File: src/rtl/cmp_arb_pkg.sv
// Shared types, defaults and the rotate-priority pick used by the comparator arbiter.
package cmp_arb_pkg;

    localparam int NREQ_DEF = 4;
    localparam int IDW_DEF  = $clog2(NREQ_DEF);
    localparam int MAXREQ   = 16;
    localparam int MAXIDW   = 4;

    // One comparison result as it leaves the second pipeline stage.
    typedef struct packed {
        logic [MAXIDW-1:0] id;
        logic              eq;
        logic              lt;
        logic              ltu;
    } rsp_t;

    // One-hot grant for the first set bit of req, scanning ptr, ptr+1, ... modulo n.
    function automatic logic [MAXREQ-1:0] rr_pick(input logic [MAXREQ-1:0] req,
                                                  input logic [MAXIDW-1:0] ptr,
                                                  input int n);
        logic [MAXREQ-1:0] g;
        logic              found;
        logic [MAXIDW-1:0] idx;
        g     = '0;
        found = 1'b0;
        for (int k = 0; k < MAXREQ; k++) begin
            idx = MAXIDW'((int'(ptr) + k) % n);
            if (k < n && !found && req[idx]) begin
                g[idx] = 1'b1;
                found  = 1'b1;
            end
        end
        return g;
    endfunction

endpackage

File: src/rtl/comparatortree.sv
// 64-bit magnitude/equality comparator: equality, signed less-than, unsigned less-than.
module comparatortree #(
    parameter int WIDTH = 64
) (
    input  logic [WIDTH-1:0] a,
    input  logic [WIDTH-1:0] b,
    output logic             eq,
    output logic             lt,
    output logic             ltu
);

    // Pure combinational compare; equal operands force both less-than flags low.
    always_comb begin
        eq  = (a == b);
        ltu = (a < b);
        lt  = ($signed(a) < $signed(b));
    end

endmodule

File: src/rtl/rr_arbiter.sv
// Round-robin arbiter: priority pointer plus rotate-priority encode.
module rr_arbiter
    import cmp_arb_pkg::*;
#(
    parameter  int NREQ = NREQ_DEF,
    localparam int IDW  = $clog2(NREQ)
) (
    input  logic            clk,
    input  logic            reset,
    input  logic [NREQ-1:0] req,
    input  logic            adv,
    input  logic            flush,
    output logic [NREQ-1:0] grant,
    output logic [IDW-1:0]  id
);

    logic [IDW-1:0] ptr;
    logic           take;

    // Pick the first requester at or after ptr, wrapping around.
    always_comb begin
        grant = NREQ'(rr_pick(MAXREQ'(req), MAXIDW'(ptr), NREQ));
    end

    // Encode the one-hot grant into a requester index.
    always_comb begin
        id = '0;
        for (int i = 0; i < NREQ; i++) begin
            if (grant[i]) id = IDW'(i);
        end
    end

    assign take = (|grant) & adv & ~flush;

    // After a transfer the winner drops to lowest priority; otherwise hold.
    always_ff @(posedge clk or posedge reset) begin
        if (reset) begin
            ptr <= '0;
        end else if (take) begin
            ptr <= (id == IDW'(NREQ - 1)) ? '0 : id + IDW'(1);
        end
    end

endmodule

File: src/rtl/cmp_share_arb.sv
// Shares one comparatortree among NREQ requesters through a round-robin
// arbiter and a two-register pipeline (operand stage S1, result stage S2).
//
// Handshake: on both sides a transfer happens on a rising edge where valid
// and ready are both high. Requesters hold valid and operands stable until
// granted; ready may change every cycle (grants are not sticky). The
// response side holds RspId/flags stable while RspValid is high and
// RspReady is low.
module cmp_share_arb
    import cmp_arb_pkg::*;
#(
    parameter  int WIDTH = 64,
    parameter  int NREQ  = NREQ_DEF,
    localparam int IDW   = $clog2(NREQ)
) (
    input  logic                  clk,
    input  logic                  reset,
    input  logic                  Flush,
    input  logic [NREQ-1:0]       ReqValid,
    output logic [NREQ-1:0]       ReqReady,
    input  logic [NREQ*WIDTH-1:0] ReqA,
    input  logic [NREQ*WIDTH-1:0] ReqB,
    output logic                  RspValid,
    input  logic                  RspReady,
    output logic [IDW-1:0]        RspId,
    output logic                  RspEQ,
    output logic                  RspLT,
    output logic                  RspLTu
);

    logic             v1, v2;
    logic [WIDTH-1:0] a1, b1;
    logic [IDW-1:0]   id1;
    rsp_t             s2;

    logic             adv2, acc1, xfer;
    logic [NREQ-1:0]  grant;
    logic [IDW-1:0]   gid;
    logic [WIDTH-1:0] a_sel, b_sel;
    logic             c_eq, c_lt, c_ltu;

    assign adv2 = ~v2 | RspReady;
    assign acc1 = ~v1 | adv2;

    rr_arbiter #(.NREQ(NREQ)) u_arb (
        .clk   (clk),
        .reset (reset),
        .req   (ReqValid),
        .adv   (acc1),
        .flush (Flush),
        .grant (grant),
        .id    (gid)
    );

    assign ReqReady = grant & {NREQ{acc1 & ~Flush}};
    assign xfer     = |ReqReady;

    // Route the granted requester's operands into S1.
    always_comb begin
        a_sel = '0;
        b_sel = '0;
        for (int i = 0; i < NREQ; i++) begin
            if (grant[i]) begin
                a_sel = ReqA[i*WIDTH +: WIDTH];
                b_sel = ReqB[i*WIDTH +: WIDTH];
            end
        end
    end

    // Stage 1: operand register; flush drops the valid but keeps the data.
    always_ff @(posedge clk or posedge reset) begin
        if (reset) begin
            v1  <= 1'b0;
            a1  <= '0;
            b1  <= '0;
            id1 <= '0;
        end else if (Flush) begin
            v1 <= 1'b0;
        end else if (xfer) begin
            v1  <= 1'b1;
            a1  <= a_sel;
            b1  <= b_sel;
            id1 <= gid;
        end else if (adv2) begin
            v1 <= 1'b0;
        end
    end

    comparatortree #(.WIDTH(WIDTH)) u_cmp (
        .a   (a1),
        .b   (b1),
        .eq  (c_eq),
        .lt  (c_lt),
        .ltu (c_ltu)
    );

    // Stage 2: result register; a consumed response is replaced or retired.
    always_ff @(posedge clk or posedge reset) begin
        if (reset) begin
            v2 <= 1'b0;
            s2 <= '0;
        end else if (Flush) begin
            v2 <= 1'b0;
        end else if (v1 && adv2) begin
            v2     <= 1'b1;
            s2.id  <= MAXIDW'(id1);
            s2.eq  <= c_eq;
            s2.lt  <= c_lt;
            s2.ltu <= c_ltu;
        end else if (RspReady) begin
            v2 <= 1'b0;
        end
    end

    assign RspValid = v2;
    assign RspId    = IDW'(s2.id);
    assign RspEQ    = s2.eq;
    assign RspLT    = s2.lt;
    assign RspLTu   = s2.ltu;

endmodule

File: config.mk
export PLATFORM = sky130hd
export DESIGN_NAME = cmp_share_arb
export DESIGN_NICKNAME = d
export VERILOG_FILES = /design/src/rtl/cmp_arb_pkg.sv /design/src/rtl/comparatortree.sv /design/src/rtl/rr_arbiter.sv /design/src/rtl/cmp_share_arb.sv
export SDC_FILE = /design/constraint.sdc
export NUM_CORES = 1
export LEC_CHECK = 0
export CORE_AREA = 4 4 206 208
export CTS_BUF_LIST = sky130_fd_sc_hd__clkbuf_8
export DETAILED_ROUTE_END_ITERATION = 8
export DIE_AREA = 0 0 210 212
export GPL_TIMING_DRIVEN = 0
export MAX_ROUTING_LAYER = met4
export PLACE_DENSITY_LB_ADDON = 0.08
export SLEW_MARGIN = 20
export SYNTH_ARGS = -nofsm -noshare
export SYNTH_HDL_FRONTEND = slang
export SYNTH_HIERARCHICAL = 1
export SYNTH_SLANG_ARGS = --single-unit
File: constraint.sdc
create_clock -name clk -period 9.39 [get_ports clk]
set_clock_uncertainty 0.05 [all_clocks]
set_input_delay 2.3475 -clock clk [delete_from_list [all_inputs] [get_ports clk]]
set_output_delay 2.3475 -clock clk [all_outputs]
set_load 0.02 [all_outputs]
# Yosys cells after proc, flatten, opt, wreduce, memory -nomap -nowiden
# Cells that the tools add are included.
# Widths: inputs -> output; s select.
# word_totals
in_bits	520
register_bits	139
out_inout_bits	10
# op_classes
mux	41
eq_ne	2
magnitude_cmp	10
n_addsub	4
bitwise	15
reduce_logical	20
# op_table
cell	n
$mux 64	8
$lt 64x64->1	2
$eq 64x64->1	1
$mux 1	18
$mux 4	4
$lt 4x5->1 const B	3
$ge 4x1->1 const B	3
$or 4x4->4	3
$bmux 1 s3	3
$demux 1 s3	3
$logic_and 1x1->1	8
$reduce_or 4->1	2
$mux 2	3
$reduce_bool 3->1	2
$reduce_or 2->1	3
$lt 2x5->1 const B	1
$add 2x1->2 const B	2
$add 2x2->2 const B	2
$and 4x4->4	1
$reduce_and 2->1	2
$and 1x1->1	3
$and 1x1->1 const A	3
$logic_not 1->1	3
$not 1->1	3
5 further kinds	6

# Longest topological paths before layout
# Gate-level depths: netlist (run 1).
# depth
word_depth	18
depth_mapped	13
mapped_depth_nobuf	10

# Modules after synthesis
# Netlist (run 1), hierarchy kept.
# by_module_without_submodules
module	n_inst	area_per_inst_um2	cells_each
cmp_share_arb	1	8557.0	806
comparatortree	1	1646.6	232
rr_arbiter	1	416.6	43

# Worst setup path after synthesis (run 1)
# No wires, ideal clock.
# synth_path
path_type	in2out
from	in ReqValid[3]
to	out ReqReady[1]
path_buffers	2
arrival_ps	4411
path_stages	7
setup_slack_ps	2582
path_cell_list	mux4_2 -> nor4b_4 -> a221oi_1 -> inv_1 -> clkbuf_1 -> clkbuf_1 -> and2_1
# synth_between
elab_chain_cells	13
# synth_rtl
element	line	text
from (decl)	cmp_share_arb.sv:19	input logic [NREQ-1:0] ReqValid,
$bmux 1 s2	cmp_arb_pkg.sv:28	if (k < n && !found && req[idx]) begin
$mux 1 (not written as such)	cmp_arb_pkg.sv:28	
$mux 1	cmp_arb_pkg.sv:28	
$logic_not 1->1	cmp_arb_pkg.sv:28	
$logic_and 1x1->1	cmp_arb_pkg.sv:28	
$mux 1	cmp_arb_pkg.sv:28	
$logic_not 1->1	cmp_arb_pkg.sv:28	
$logic_and 1x1->1	cmp_arb_pkg.sv:28	
$mux 1	cmp_arb_pkg.sv:28	
$logic_not 1->1	cmp_arb_pkg.sv:28	
$logic_and 1x1->1	cmp_arb_pkg.sv:28	
$mux 4 (*)	cmp_arb_pkg.sv:28	
named net grant[1]	cmp_share_arb.sv:37	logic [NREQ-1:0] grant;
$and 4x4->4 (*)	cmp_share_arb.sv:55	assign ReqReady = grant & {NREQ{acc1 & ~Flush}};
to (decl)	cmp_share_arb.sv:20	output logic [NREQ-1:0] ReqReady,
# Mark *: on every way through the listed nets, which the timed path passes. The rest lies on a longest branch. The select of a mux whose other input is x is not followed.

# Worst setup path after layout (run 1)
# Ends and elaborated chain as after synthesis.

==> flow_metrics.py, run 1 <==
metrics = {
    "floorplan": {
        "io_pins": 530,
        "die_area_sq_mm": 0.0445,
        "rows": 74,
        "start_util_pct": 26.2,
        "chipWidth_um": 210,
        "core_area_sq_mm": 0.0406,
        "dieHeight_um": 212,
    },
    "clock_network": {
        "cts_tree": "yes",
        "hold_buffers": 0,
        "clock-sinks": 139,
        "cts.clk_slew.worst_paths_ns": 0.08,
        "ctsResizeCount": 0,
        "clkLatencyLatePin_ns": 0.48,
        "post_cts.repair.setup_buffers": 0,
        "cts-root-buf": "clkbuf_8",
        "cts_made_buffers": 17,
        "clockBufferDepth": 2,
        "htreeDepth": 4,
    },
    "setup_path": {
        "arrival_ns": 6.23,
        "path_class": "in2out",
        "cp_slowest_cell": "mux4_2",
        "cp_cell_sequence": "clkdlybuf4s50_1 > mux4_2 > nor4b_4 > a221oi_1 > inv_1 > clkbuf_1 > clkbuf_1 > and2_1 > clkdlybuf4s50_1",
        "slowest_delay_ns": 0.63,
        "crit_fanout": 10,
        "cp-end-kind": "primary output",
        "startpoint_type": "input pin",
        "crit_required_ns": 6.99,
    },
    "run_status": {
        "status": "completed",
    },
    "drt": {
        "met2_length_um": 27200,
        "routedWlPerCell_um": 24.6,
        "highest_layer": "met4",
        "routed_wl_um": 53500,
        "vias": 11600,
        "drtIter0Drc": 668,
        "wl_met1_um": 23300,
        "drtAntennaViolNets": 0,
        "drc": 0,
        "vias_per_cell": 5.35,
        "met3RoutedLength_um": 2250,
        "first_pass_iters": 6,
    },
    "sta": {
        "setup_violations": 0,
        "finalSetupTns_ns": 0,
        "fin_crit_sh_pct": 91.9,
        "layout_min_cycle_time_ns": 8.63,
        "rsz0062_at_grt": "no",
        "hold_violations": 0,
        "worst_pin_slew_ns": 1.18,
        "max_freq_mhz": 116,
        "relSlewSlack_pct": 21.3,
        "drv_slew": 0,
        "setup_slack_ns": 0.761,
    },
    "global_routing": {
        "grt_antenna_before_repair": 1,
        "grt_pass1_wl_um": 77800,
        "grt_pass1_vias": 12600,
        "grt_util_all_layers_pct": 23.6,
        "overflow": 0,
        "grt_max_degree": 80,
    },
    "synth": {
        "netlist-cell-type-count": 49,
        "syn_nets": 1671,
        "ys_seq_area_share_pct": 32.8,
        "yosys_warnings": 6,
        "syn_area_sq_mm": 0.0106,
        "syn_avg_cell_area_sq_um": 9.82,
        "syn_inst": 1081,
        "synth_seq_cells": 139,
    },
    "placement": {
        "gp_congestion": 0.842,
        "dpl.hpwl_um": 43400,
        "placedInstanceArea_sq_mm": 0.0166,
        "port_buffers": 529,
        "dp_slack_ns": 0.748,
    },
    "power": {
        "p_leak_uw": 0.00660,
        "p_total_uw": 6980,
        "ir_drop_uv": 212,
        "power_density_mw_per_mm2": 409,
    },
    "final_layout": {
        "drive_gt1_share_pct": 10.7,
        "final_util_pct": 42.1,
        "final_cell_mix": "clkdlybuf4s50_1, o31ai_1, dfrtp_1",
        "area_growth_syn_to_layout_pct": 60.9,
        "diodes": 0,
        "nNetsFinal": 2220,
        "final_common_cell": "clkdlybuf4s50_1",
        "final_area_sq_mm": 0.0171,
    },
    "run": {
        "maxCapViolCount": 0,
    },
    "hold_path": {
        "hold_path.class": "reg2reg",
    },
}
critical path, delay by kind of cell:
kind	cells	cell delay, ns
AO/OA/AOI/OAI	1	0.20
buffers and inverters	5	2.40
multiplexers	1	0.63
AND/OR/NAND/NOR	2	0.64
registers in the layout, summed over array words and instances (netlist names):
register	count
a1	64
u_arb/ptr	2
RspEQ	1
b1	64
RspValid	1
RspId	2
RspLTu	1
RspLT	1
v1	1
id1	2
where the power goes:
group          internal (uW)  switching, uW  total, uW
clock                    336            258        594
combinational           1930           3370       5300
sequential               910            185       1090
synth_stat cells (all sizes together):
library cell / count / area share, %
nand4: 11 / 0.82
a31oi: 1 / 0.059
or2: 1 / 0.059
nor2b: 4 / 0.24
a211oi: 4 / 0.28
a221oi: 131 / 11
nand2b: 3 / 0.18
dfrtp: 139 / 33
o41ai: 2 / 0.31
or4: 1 / 0.071
nor3b: 4 / 0.33
o211a: 1 / 0.094
nand2: 28 / 1.0
xnor2: 1 / 0.082
nand3: 5 / 0.24
a32o: 1 / 0.094
nor4: 4 / 0.58
o21ai: 17 / 0.80
a21oi: 28 / 1.3
nor2: 12 / 0.42
a21o: 2 / 0.14
clkbuf: 111 / 3.9
buf: 18 / 1.5
and3b: 1 / 0.082
nor3: 6 / 0.28
a221o: 3 / 0.29
mux4: 4 / 0.85
inv: 72 / 2.5
ha: 70 / 8.2
o31ai: 254 / 23
o22ai: 127 / 7.5
a22oi: 2 / 0.14
or3: 1 / 0.059
and2: 3 / 0.18
nor4b: 1 / 0.22
o211ai: 1 / 0.071
mux2: 7 / 0.74
cells by family after synthesis:
kind of cell / Yosys count / synth area share (%)
multiplexers: 11 / 1.59
XOR/XNOR: 1 / 0.0825
buffers and inverters: 201 / 7.94
AND/OR/NAND/NOR: 85 / 4.77
flip-flops: 139 / 32.8
adder cells (fa/ha/maj): 70 / 8.25
AO/OA/AOI/OAI: 574 / 44.6
per-layer routing:
layer  vias to the layer above  global-route usage, %
li1                       5574                      -
met1                      5658                   29.7
met2                       378                   41.2
met3                        32                   3.14
met4                         0                   4.50
met5                         -                      -
path summary, 6_finish.rpt:
check                              from            to  slack [ns]  cells past startpoint
max                         ReqValid[3]   ReqReady[1]        0.76                      9
min                              id1[1]        id1[1]        0.46                      1
max reg2reg                u_arb/ptr[0]         a1[6]        4.66                     12
min reg2reg                      id1[1]        id1[1]        0.46                      1
max in group asynchronous         reset        b1[14]        6.19                      3
min in group asynchronous         reset  u_arb/ptr[0]        2.13                      2
stage by stage:
stage                     hold WS (ns)  instances
after floorplan                  0.409       1081
after global placement           0.420       2142
after detailed placement         0.433       2143
after CTS                        0.457       2175
after global routing             0.487       2175
final                            0.457       2175
final cells by class:
class	instances	area (sq um)
flip-flops and latches	139	3480
plain buffers	129	577
clock buffers	20	275
repair buffers	530	5320
multi-input cells	741	6300
clock inverters	12	193
fillers	4102	23500
inverters	72	278
well taps	532	666
(Power assumes the default switching activity.)
==> run 2: changes to the inputs <==
Settings changed: CTS_BUF_LIST sky130_fd_sc_hd__clkbuf_8 to default.
==> run 2 against run 1 <==
Effect of this change:
- register-to-register slack better by 0.02 ns
- combinational power about the same
- global-route usage grew 0.099 points
- largest power group unchanged
- critical path depth is the same
- final cell count is the same
- flip-flop and latch count stayed put
- worst hold slack got worse by 0.0060 ns
- clock power increased by 30%
- first-iteration DRC count increased by 0.90%
- highest routed layer unchanged
- largest cell class unchanged
- maximum frequency is 0.55% higher
==> flow_metrics.py, run 2 (synthesized netlist as in run 1, its figures left out) <==
metrics = {
    "run_status": {
        "status": "completed",
    },
    "setup_path": {
        "r2r_cells": 12,
        "crit_buf_inv": 5,
        "timing.rr.end": "a1[6]",
        "startpoint_type": "input pin",
        "crit_fanout": 10,
        "cp_top_family": "buffers and inverters",
        "cp_cell_sequence": "clkdlybuf4s50_1 > mux4_2 > nor4b_4 > a221oi_1 > inv_1 > clkbuf_1 > clkbuf_1 > and2_1 > clkdlybuf4s50_1",
        "slowest_delay_ns": 0.63,
        "cp_slowest_cell": "mux4_2",
        "cp-end-kind": "primary output",
        "arrival_ns": 6.18,
        "crit_required_ns": 6.99,
        "timing.rr.start": "u_arb/ptr[0]",
        "rrSetupSlack_ns": 4.68,
        "crit_path_start": "ReqValid[3]",
        "path_class": "in2out",
    },
    "final_layout": {
        "reg_top3": "a1 (64), b1 (64)",
        "drive_gt1_share_pct": 10.7,
        "diodes": 0,
        "final_cell_mix": "clkdlybuf4s50_1, o31ai_1, dfrtp_1",
        "final_area_sq_mm": 0.0173,
        "final_util_pct": 42.6,
        "area_growth_syn_to_layout_pct": 62.7,
        "nNetsFinal": 2220,
        "final_common_cell": "clkdlybuf4s50_1",
    },
    "sta": {
        "setup_violations": 0,
        "finalSetupTns_ns": 0,
        "hold_violations": 0,
        "rsz0062_at_grt": "no",
        "worst_pin_slew_ns": 1.21,
        "fin_crit_sh_pct": 91.4,
        "layout_min_cycle_time_ns": 8.58,
        "relSlewSlack_pct": 19.3,
        "holdWs_ns": 0.451,
        "drv_slew": 0,
        "max_freq_mhz": 117,
    },
    "floorplan": {
        "dieHeight_um": 212,
        "rows": 74,
        "die_area_sq_mm": 0.0445,
        "core_area_sq_mm": 0.0406,
        "io_pins": 530,
        "chipWidth_um": 210,
        "start_util_pct": 26.2,
    },
    "drt": {
        "routedWlPerCell_um": 24.6,
        "first_pass_iters": 5,
        "vias": 11700,
        "drc": 0,
        "drtAntennaViolNets": 0,
        "routed_wl_um": 53500,
        "drtIter0Drc": 674,
        "vias_per_cell": 5.36,
    },
    "hold_path": {
        "min_from": "id1[0]",
        "hold_path.class": "reg2reg",
        "hold_path_end": "id1[0]",
        "whs_path_depth": 1,
    },
    "power": {
        "power_density_mw_per_mm2": 415,
        "ir_drop_uv": 233,
        "p_leak_uw": 0.00669,
    },
    "global_routing": {
        "grt_pass1_vias": 12700,
        "grt_util_all_layers_pct": 23.7,
        "overflow": 0,
        "grt_max_degree": 80,
        "grt_pass1_wl_um": 78000,
        "grt_antenna_before_repair": 1,
    },
    "clock_network": {
        "htreeDepth": 4,
        "ctsResizeCount": 0,
        "cts.clk_slew.worst_paths_ns": 0.06,
        "clock-sinks": 139,
        "cts_made_buffers": 17,
        "cts-root-buf": "clkbuf_16",
        "clkLatencyLatePin_ns": 0.45,
        "post_cts.repair.setup_buffers": 0,
        "hold_buffers": 0,
        "cts_tree": "yes",
        "clockBufferDepth": 2,
    },
    "placement": {
        "gp_congestion": 0.842,
        "port_buffers": 529,
        "placedInstanceArea_sq_mm": 0.0166,
        "dpl.hpwl_um": 43400,
    },
    "run": {
        "maxCapViolCount": 0,
    },
}
[run 2: changes by cell type in the layout (fill, tap and decap cells not counted), sizes merged]
cell and change:
clkbuf +1, inv -1
[run 2: final cells by class]
cell class              count  area [sq um]
plain buffers             129           577
clock buffers              21           470
clock inverters            11           189
fillers                  4073         23300
inverters                  72           278
multi-input cells         741          6300
flip-flops and latches    139          3480
well taps                 532           666
repair buffers            530          5320
[run 2: per-layer routing]
layer	global-route usage, %	vias up	wire length, um
li1	-	5573	-
met1	29.9	5678	23600
met2	41.1	370	27100
met3	3.22	40	2000
met4	4.75	0	826
met5	-	-	0
[run 2: worst max-delay path by stage]
stage,slack (ns),to,cells past startpoint
floorplan,2.58,ReqReady[1],7
global placement,0.76,b1[6],2
detailed placement,0.75,ReqReady[1],9
CTS,0.74,ReqReady[1],9
global route,0.58,ReqReady[1],9
finish,0.81,ReqReady[1],9
[run 2: per-stage QoR]
stage	worst slack, ns	std cells	total power [uW]
floorplan	2.58	1081	4600
global placement	0.761	2142	6390
detailed placement	0.748	2143	6440
CTS	0.741	2175	7230
global route	0.584	2175	7730
finish	0.808	2175	7170
[run 2: power by group]
part / switching, uW / total, uW / internal (uW)
registers: 185 / 1100 / 912
clock network: 283 / 775 / 492
logic: 3370 / 5300 / 1930
